**config.mk**
```make
export PLATFORM = sky130hd
export DESIGN_NAME = hyperbus_rx_burst_ctrl_flat
export DESIGN_NICKNAME = d
export VERILOG_FILES = /design/src/rtl/hyperbus_rx_burst_ctrl_if.sv /design/src/rtl/hyperbus_rx_burst_ctrl.sv /design/src/flat_wrapper.sv
export SDC_FILE = /design/constraint.sdc
export NUM_CORES = 1
export LEC_CHECK = 0
export ABC_AREA = 1
export ABC_CLOCK_PERIOD_IN_PS = 5900
export CAP_MARGIN = 40
export CORE_AREA = 2 2 98 100
export CTS_CLUSTER_SIZE = 24
export DETAILED_ROUTE_END_ITERATION = 10
export DIE_AREA = 0 0 100 102
export PLACE_DENSITY = 0.61
export REMOVE_ABC_BUFFERS = 1
export SYNTH_ARGS = -nofsm -noshare
export SYNTH_HDL_FRONTEND = slang
export SYNTH_SLANG_ARGS = --single-unit
```
**constraint.sdc**
```tcl
create_clock -name clk_rwds -period 5.9 [get_ports clk_rwds]
set_input_delay 1.18 -clock clk_rwds [delete_from_list [all_inputs] [get_ports clk_rwds]]
set_output_delay 1.18 -clock clk_rwds [all_outputs]
set_load 0.03 [all_outputs]
```
**src/rtl/hyperbus_rx_burst_ctrl_if.sv**
```systemverilog
`default_nettype none
// ============================================================================
// Module      : hyperbus_rx_burst_ctrl_if
// Description : Word stream between the DDR capture registers, the RX burst
//               sequencer and the source side of the read CDC FIFO.
// Revision    : 1.0 - initial release
// ============================================================================
interface hyperbus_rx_burst_ctrl_if;
    logic [15:0] data_i;        // captured word from the DDR capture registers
    logic        fifo_ready_i;  // CDC FIFO source-side ready
    logic        valid_o;       // word valid towards the CDC FIFO
    logic [15:0] data_o;        // word towards the CDC FIFO
    logic        last_o;        // final word of the burst

    // Sequencer side: consumes captured words, produces the FIFO stream
    modport master (
        input  data_i,
        input  fifo_ready_i,
        output valid_o,
        output data_o,
        output last_o
    );

    // Environment side: capture registers and FIFO
    modport slave (
        output data_i,
        output fifo_ready_i,
        input  valid_o,
        input  data_o,
        input  last_o
    );
endinterface
`default_nettype wire

```
**src/rtl/hyperbus_rx_burst_ctrl.sv**
```systemverilog
`default_nettype none
// ============================================================================
// Module      : hyperbus_rx_burst_ctrl
// Description : RWDS-clocked read capture sequencer. Drops leading fill and
//               preamble words, forwards the configured number of words to
//               the CDC FIFO with a last tag, and flags FIFO overruns and
//               surplus RWDS edges.
// Revision    : 1.0 - initial release
// ============================================================================
module hyperbus_rx_burst_ctrl #(
    parameter int BURST_W = 16,
    parameter int SKIP_W  = 4
) (
    input  wire logic               clk_rwds,
    input  wire logic               resetReadModule,
    input  wire logic [SKIP_W-1:0]  cfg_skip_words_i,
    input  wire logic [BURST_W-1:0] cfg_burst_len_i,
    hyperbus_rx_burst_ctrl_if.master bus,
    output logic                    done_o,
    output logic                    overflow_o,
    output logic                    extra_o,
    output logic [BURST_W-1:0]      word_cnt_o
);

    typedef enum logic [1:0] {
        ST_SKIP = 2'd0,
        ST_DATA = 2'd1,
        ST_DONE = 2'd2
    } state_t;

    localparam logic [BURST_W-1:0] c_cnt_max = '1;

    state_t             state_q,    state_d;
    logic [SKIP_W-1:0]  skip_cnt_q, skip_cnt_d;
    logic [BURST_W-1:0] word_cnt_q, word_cnt_d;
    logic               valid_q,    valid_d;
    logic [15:0]        data_q,     data_d;
    logic               last_q,     last_d;
    logic               done_q,     done_d;
    logic               overflow_q, overflow_d;
    logic               extra_q,    extra_d;
    logic               w_take;

    // Next-state: decide per RWDS edge whether the captured word is dropped,
    // forwarded, or counted as a surplus edge after the burst completed
    always_comb begin
        state_d    = state_q;
        skip_cnt_d = skip_cnt_q;
        word_cnt_d = word_cnt_q;
        valid_d    = 1'b0;
        data_d     = data_q;
        last_d     = 1'b0;
        done_d     = done_q;
        extra_d    = extra_q;
        w_take     = 1'b0;
        // The FIFO cannot stall RWDS: an unaccepted word is simply lost
        overflow_d = overflow_q | (valid_q & ~bus.fifo_ready_i);

        case (state_q)
            ST_SKIP: begin
                if (skip_cnt_q < cfg_skip_words_i) begin
                    skip_cnt_d = skip_cnt_q + 1'b1;
                end else begin
                    // Skip exhausted: this same edge already carries data
                    w_take = 1'b1;
                end
            end
            ST_DATA: begin
                w_take = 1'b1;
            end
            ST_DONE: begin
                extra_d = 1'b1;
            end
            default: begin
                state_d = ST_SKIP;
            end
        endcase

        if (w_take) begin
            valid_d = 1'b1;
            data_d  = bus.data_i;
            state_d = ST_DATA;
            if (word_cnt_q != c_cnt_max) begin
                word_cnt_d = word_cnt_q + 1'b1;
            end
            // A zero burst length means unlimited streaming
            if ((cfg_burst_len_i != '0) && (word_cnt_d == cfg_burst_len_i)) begin
                last_d  = 1'b1;
                done_d  = 1'b1;
                state_d = ST_DONE;
            end
        end
    end

    // State and registered outputs; reset clears everything for the next read
    always_ff @(posedge clk_rwds or posedge resetReadModule) begin
        if (resetReadModule) begin
            state_q    <= ST_SKIP;
            skip_cnt_q <= '0;
            word_cnt_q <= '0;
            valid_q    <= 1'b0;
            data_q     <= '0;
            last_q     <= 1'b0;
            done_q     <= 1'b0;
            overflow_q <= 1'b0;
            extra_q    <= 1'b0;
        end else begin
            state_q    <= state_d;
            skip_cnt_q <= skip_cnt_d;
            word_cnt_q <= word_cnt_d;
            valid_q    <= valid_d;
            data_q     <= data_d;
            last_q     <= last_d;
            done_q     <= done_d;
            overflow_q <= overflow_d;
            extra_q    <= extra_d;
        end
    end

    assign bus.valid_o = valid_q;
    assign bus.data_o  = data_q;
    assign bus.last_o  = last_q;
    assign done_o      = done_q;
    assign overflow_o  = overflow_q;
    assign extra_o     = extra_q;
    assign word_cnt_o  = word_cnt_q;

endmodule
`default_nettype wire

```
**src/flat_wrapper.sv**
```systemverilog
// flat-port wrapper written by rule: the top's interface ports become plain ports
module hyperbus_rx_burst_ctrl_flat 
#(
    parameter int BURST_W = 16,
    parameter int SKIP_W  = 4
)
  (clk_rwds, resetReadModule, cfg_skip_words_i, cfg_burst_len_i, done_o, overflow_o, extra_o, word_cnt_o, bus_data_i, bus_fifo_ready_i, bus_valid_o, bus_data_o, bus_last_o);
  hyperbus_rx_burst_ctrl_if bus_i ();
  input  wire logic clk_rwds;
  input  wire logic resetReadModule;
  input  wire logic [SKIP_W-1:0] cfg_skip_words_i;
  input  wire logic [BURST_W-1:0] cfg_burst_len_i;
  output logic done_o;
  output logic overflow_o;
  output logic extra_o;
  output logic [BURST_W-1:0] word_cnt_o;
  input wire logic [$bits(bus_i.data_i)-1:0] bus_data_i;
  input wire logic [$bits(bus_i.fifo_ready_i)-1:0] bus_fifo_ready_i;
  output wire logic [$bits(bus_i.valid_o)-1:0] bus_valid_o;
  output wire logic [$bits(bus_i.data_o)-1:0] bus_data_o;
  output wire logic [$bits(bus_i.last_o)-1:0] bus_last_o;
  assign bus_i.data_i = bus_data_i;
  assign bus_i.fifo_ready_i = bus_fifo_ready_i;
  assign bus_valid_o = bus_i.valid_o;
  assign bus_data_o = bus_i.data_o;
  assign bus_last_o = bus_i.last_o;
  hyperbus_rx_burst_ctrl #(.BURST_W(BURST_W), .SKIP_W(SKIP_W)) u_core (.clk_rwds(clk_rwds), .resetReadModule(resetReadModule), .cfg_skip_words_i(cfg_skip_words_i), .cfg_burst_len_i(cfg_burst_len_i), .bus(bus_i), .done_o(done_o), .overflow_o(overflow_o), .extra_o(extra_o), .word_cnt_o(word_cnt_o));
endmodule
```
==> metrics.cfg, run 1 <==
[outcome]
run_status = completed

[synthesis]
synth_area_leaders = dfrtp_1 40%, nand2_1 21%, inv_1 6.9%
synth_edf_count = 0
yosysMostFrequentCell = nand2_1
postSynthCellCount = 386
netlist.area_leader.share = 0.4021
synth_area_per_cell_um2 = 6.933
ys_ff_latch = 43
synth_seq_area_share = 0.4021
synth_flop_cell = dfrtp_1
async_flop_share = 1.000
ys_types = 31
synth_area_um2 = 2676
yosys-top-cells-count = 151 x nand2_1, 49 x inv_1, 43 x dfrtp_1, 34 x nor2_1, 26 x o21ai_0
yosysTopAreaCell = dfrtp_1
yosys_warnings = 0

[min_path]
hold_path.class = flip-flop to flip-flop

[power]
p_per_area_nw_per_um2 = 158.1
p_leak_uw = 0.001944
ir_drop_uv = 77.40
power_uw = 581.8

[final_layout]
antenna_cells = 0
filler_cell_count = 945
multi_input_area_um2 = 1363
drive_gt1_frac = 0.06034
final_util = 0.4040
seq_area_um2 = 1076
layout.nets = 507
syn_to_final_growth_pct = 37.49

[timing]
rsz0062_at_grt = no
tightest_slew_ns = 0.5516
fmax_mhz = 299.4
setup_viol = 0
tns_ns = 0
slew_violations = 0
finClkSkew_ns = 0.003869
hold_viol = 0
min_period_ns = 3.340
max_slew_margin = 0.6319
post-route-period-util = 0.5661

[floorplan]
dieWidth_um = 100
core_area_um2 = 9109
row_count = 35
start_util = 0.2938
io_pins = 76
fp.dieH_um = 102
dieArea_um2 = 10200

[placement]
dp_hpwl_um = 5663
port_buffers = 75
globalplace.congestion = 0.8755

[critical_path]
cp.arrival_ns = 3.52
worstPathMaxFanout = 29
start_kind = input pin
crit_type = input pin to flip-flop
crit_required_ns = 6.08
cp-end-kind = flip-flop

[clock_tree]
holdBufCountCts = 0
cts_buffers = 5
cts_root_buffer = clkbuf_8
clk_pin_slew_worst_paths_ns = 0.08
cts_tree = yes
cts_resized = 0
cts_setup_buffers = 0
cts_max_level = 2
clk_latency_ns = 0.29
clk_path_buf_depth = 2
cts.sinks = 43

[route]
vias = 2611
first_iter_violations = 114
wirelength_um = 7232
drc = 0
avgRoutedWirePerCell_um = 12.58
ant_nets = 0
viasPerCell = 4.541
drt_pass1_iterations = 4

[grt]
grt_pass1_wl_um = 11730
track_usage = 0.1434
grt_pass1_vias = 2525
grt-ovfl-total = 0
grt_max_degree = 44
antenna_found_initial = 0

[run]
drv_cap = 0

[report_power, final]
group / total, uW / internal (uW) / switching [uW]
clock: 234 / 126 / 108
combinational: 53.1 / 29.4 / 23.6
sequential: 295 / 295 / 0.197
[through the flow]
step	instances	area (um^2)	hold WS, ns	worst slack [ns]
2_1_floorplan	378	2631	0.4455	1.268
3_3_place_gp	566	3540	0.4576	2.147
3_5_place_dp	567	3567	0.4558	2.207
4_1_cts	575	3680	0.4765	2.529
5_1_grt	575	3680	0.4984	2.337
6_report	575	3680	0.4735	2.560
[area by class of cell]
cell class,count,area share
well taps,111,0.03774
inverters,51,0.05338
multi-input cells,284,0.3703
clock buffers,5,0.01870
repair buffers,78,0.2156
flip-flops and latches,43,0.2924
clock inverters,3,0.01190
[routing by layer]
layer | up-vias | GRT usage | wire [um]
met2 | 75 | 0.2453 | 3415
li1 | 1364 | - | -
met5 | - | 0 | 0
met1 | 1164 | 0.1901 | 3321
met3 | 8 | 0.02941 | 421
met4 | 0 | 0.02845 | 74
[sequential cells by signal (all words and copies together) (netlist names)]
register,flops
u_core.word_cnt_o,16
u_core.bus.last_o,1
u_core.bus.data_o,16
u_core.state_q,2
u_core.extra_o,1
u_core.overflow_o,1
u_core.skip_cnt_q,4
u_core.done_o,1
u_core.bus.valid_o,1
[worst max-delay path: stages]
cell	delay, ns
clkdlybuf4s50_1	0.45
inv_1	0.04
ha_1	0.27
a21boi_0	0.12
o211ai_1	0.21
nand2_1	0.09
o21ai_2	0.11
buf_4	0.29
inv_1	0.33
buf_16	0.26
nand2_1	0.06
o21ai_0	0.08
[path summary, 6_finish.rpt]
kind	startpoint	to	slack (ns)	cells after the start
worst max-delay path	cfg_skip_words_i[1]	u_core.word_cnt_o[15]$_DFFE_PP0P_	2.56	12
worst min register to register	u_core.skip_cnt_q[3]$_DFFE_PP0P_	u_core.skip_cnt_q[3]$_DFFE_PP0P_	0.47	1
worst min-delay path	u_core.skip_cnt_q[3]$_DFFE_PP0P_	u_core.skip_cnt_q[3]$_DFFE_PP0P_	0.47	1
max in group asynchronous	resetReadModule	u_core.skip_cnt_q[0]$_DFFE_PP0P_	4.22	3
min in group asynchronous	resetReadModule	u_core.bus.data_o[11]$_DFFE_PP0P_	1.32	3
worst max register to register	u_core.skip_cnt_q[1]$_DFFE_PP0P_	u_core.word_cnt_o[15]$_DFFE_PP0P_	3.50	10
[cell families (layout without fill, tap and decap cells)]
kind of cell,Yosys count,after routing,synth area share
flip-flops,43,43,0.4021
buffers and inverters,59,137,0.09022
XOR/XNOR,9,9,0.02945
AO/OA/AOI/OAI,36,36,0.07247
adder cells (fa/ha/maj),5,5,0.02338
AND/OR/NAND/NOR,234,234,0.3824
[layout by cell type, fill, tap and decap left out, drive strengths merged, types with 2 or more instances in the layout]
| cell type | count |
|---|---|
| a21oi | 4 |
| a31oi | 2 |
| nor4 | 4 |
| ha | 5 |
| nand4 | 8 |
| inv | 50 |
| clkdlybuf4s50 | 75 |
| clkinv | 3 |
| clkbuf | 5 |
| buf | 3 |
| xor2 | 6 |
| nand3b | 3 |
| o21ai | 27 |
| xnor2 | 3 |
| nor2 | 37 |
| dfrtp | 43 |
| nand3 | 24 |
| nand2 | 156 |
No activity file was read; power rests on OpenSTA's default activity.
==> run 2: changes to the inputs <==
- ABC_CLOCK_PERIOD_IN_PS: 5900 -> 3400
- clock period: 5.9 -> 3.4 ns (I/O delays scaled with it)
==> metrics.cfg, run 2 (same netlist as run 1, synthesis figures left out) <==
[timing]
max_slew_margin = 0.6731
post-route-period-util = 0.6760
rsz0062_at_grt = no
hold_viol = 0
min_period_ns = 2.298
slew_violations = 0
finClkSkew_ns = 0.006182
setup_viol = 0
finalWorstSetupSlack_ns = 1.102
fmax_mhz = 435.1
tightest_slew_ns = 0.4859

[floorplan]
io_pins = 76
dieArea_um2 = 10200
dieWidth_um = 100
core_area_um2 = 9109
start_util = 0.2938
row_count = 35
fp.dieH_um = 102

[critical_path]
start_kind = flip-flop
cp-end-kind = flip-flop
crit_type = flip-flop to flip-flop
r2r_cells = 13
critPathBufInv = 2
crit_path_frequent_cell = nand2_1
crit_required_ns = 3.64
cp_top_family = simple AND/OR/NAND/NOR gates
r2r_end = u_core.state_q[1]$_DFFE_PP0P_
cp_slowest_stage_delay_ns = 0.45
cp_slowest_cell = dfrtp_1
r2r_start = u_core.word_cnt_o[0]$_DFFE_PP0P_
worstPathMaxFanout = 19
crit_chain = ha_1, nand3_1, inv_2, nand2_4, nor2_8, inv_6, nand2_1, o21ai_0, nor2_1, nand2_1, nor2_1, nand3_2, nand2_1
regToRegSetupSlack_ns = 1.10
cp.arrival_ns = 2.54

[route]
avgRoutedWirePerCell_um = 12.75
first_iter_violations = 183
wirelength_um = 7331
vias = 2632
ant_nets = 0
drt_pass1_iterations = 4
viasPerCell = 4.577
drc = 0

[clock_tree]
clk_path_buf_depth = 2
cts_buffers = 5
clk_pin_slew_worst_paths_ns = 0.09
cts_resized = 0
cts_setup_buffers = 0
cts_root_buffer = clkbuf_8
cts_max_level = 2
cts.sinks = 43
cts_tree = yes
holdBufCountCts = 0
clk_latency_ns = 0.30

[final_layout]
final_cell_mix = 151 x nand2_1, 75 x clkdlybuf4s50_1, 48 x inv_1
layout.cells.non_filler = 575
final_util = 0.4018
drive_gt1_frac = 0.06034
syn_to_final_growth_pct = 36.75
design_area_um2 = 3660
antenna_cells = 0
layout.nets = 507
final_common_cell = nand2_1

[min_path]
hold_path.class = flip-flop to flip-flop
hold_end = u_core.extra_o$_DFFE_PP0N_
holdPathStages = 2
min_from = u_core.extra_o$_DFFE_PP0N_

[grt]
grt-ovfl-total = 0
track_usage = 0.1501
grt_pass1_vias = 2583
grt_max_degree = 41
antenna_found_initial = 0
grt_pass1_wl_um = 12340

[placement]
globalplace.congestion = 0.8539
place_area_um2 = 3547
port_buffers = 75
dp_hpwl_um = 5665
dp_worst_setup_slack_ns = 0.7576
dp.cells = 567

[power]
seqPwrFrac = 0.504
p_leak_uw = 0.001938
pwr-share-comb = 0.092
p_per_area_nw_per_um2 = 277.7
p_sw_uw = 234.5
intPower_uw = 781.6
clkPwrFrac = 0.405
ir_drop_uv = 177.0
swShare = 0.2308

[outcome]
run_status = completed

[run]
drv_cap = 0

[run 2: worst max path at each step]
| stage | start | depth (start not counted) | end | slack (ns) |
|---|---|---|---|---|
| after CTS | cfg_skip_words_i[1] | 11 | u_core.word_cnt_o[13]$_DFFE_PP0P_ | 1.09 |
| after global routing | u_core.word_cnt_o[0]$_DFFE_PP0P_ | 13 | u_core.done_o$_DFFE_PP0P_ | 0.79 |
| after global placement | cfg_skip_words_i[1] | 11 | u_core.word_cnt_o[4]$_DFFE_PP0P_ | 0.80 |
| final | u_core.word_cnt_o[0]$_DFFE_PP0P_ | 13 | u_core.state_q[1]$_DFFE_PP0P_ | 1.10 |
| after floorplan | cfg_skip_words_i[1] | 9 | u_core.word_cnt_o[2]$_DFFE_PP0P_ | -0.73 |
| after detailed placement | cfg_skip_words_i[1] | 11 | u_core.word_cnt_o[13]$_DFFE_PP0P_ | 0.76 |
[run 2: worst reg2reg max path, delay by kind of cell (launching register included)]
kind                     cells  cell delay, ns
AO/OA/AOI/OAI                1            0.09
adder cells (fa/ha/maj)      1            0.23
buffers and inverters        2            0.30
flip-flops                   1            0.45
AND/OR/NAND/NOR              9            1.17
[run 2: layout make-up]
cell class / instances / area (um^2)
Timing Repair Buffer: 78 / 773.2
Multi-Input combinational cell: 284 / 1363
Tap cell: 111 / 138.9
Inverter: 51 / 196.4
Fill cell: 961 / 5449
Clock inverter: 3 / 43.79
Clock buffer: 5 / 68.82
Sequential cell: 43 / 1076
[run 2: through the flow]
step                total power (uW)  hold WS, ns  setup TNS [ns]
floorplan                      554.1       0.4455          -20.29
global placement               615.4       0.4556               0
detailed placement             615.7       0.4573               0
CTS                             1030       0.4799               0
global route                    1057       0.5074               0
finish                          1016       0.4695               0
[run 2: metal layers]
layer	global-route usage	part of all wire	wire length, um	up-vias
met5	0	0	0	-
met2	0.2594	0.48	3486	66
met4	0.03161	0.012	85	0
met1	0.1971	0.46	3373	1198
li1	-	-	-	1361
met3	0.02873	0.053	385	7
[run 2: power groups by stage]
| stage | Sequential, uW | Combinational, uW | Clock, uW |
|---|---|---|---|
| after floorplan | 523 | 30.9 | 0 |
| after global placement | 522 | 93.4 | 0 |
| after detailed placement | 522 | 93.7 | 0 |
| after CTS | 512 | 94.2 | 424 |
| after global routing | 512 | 103 | 442 |
| final | 512 | 93.1 | 411 |
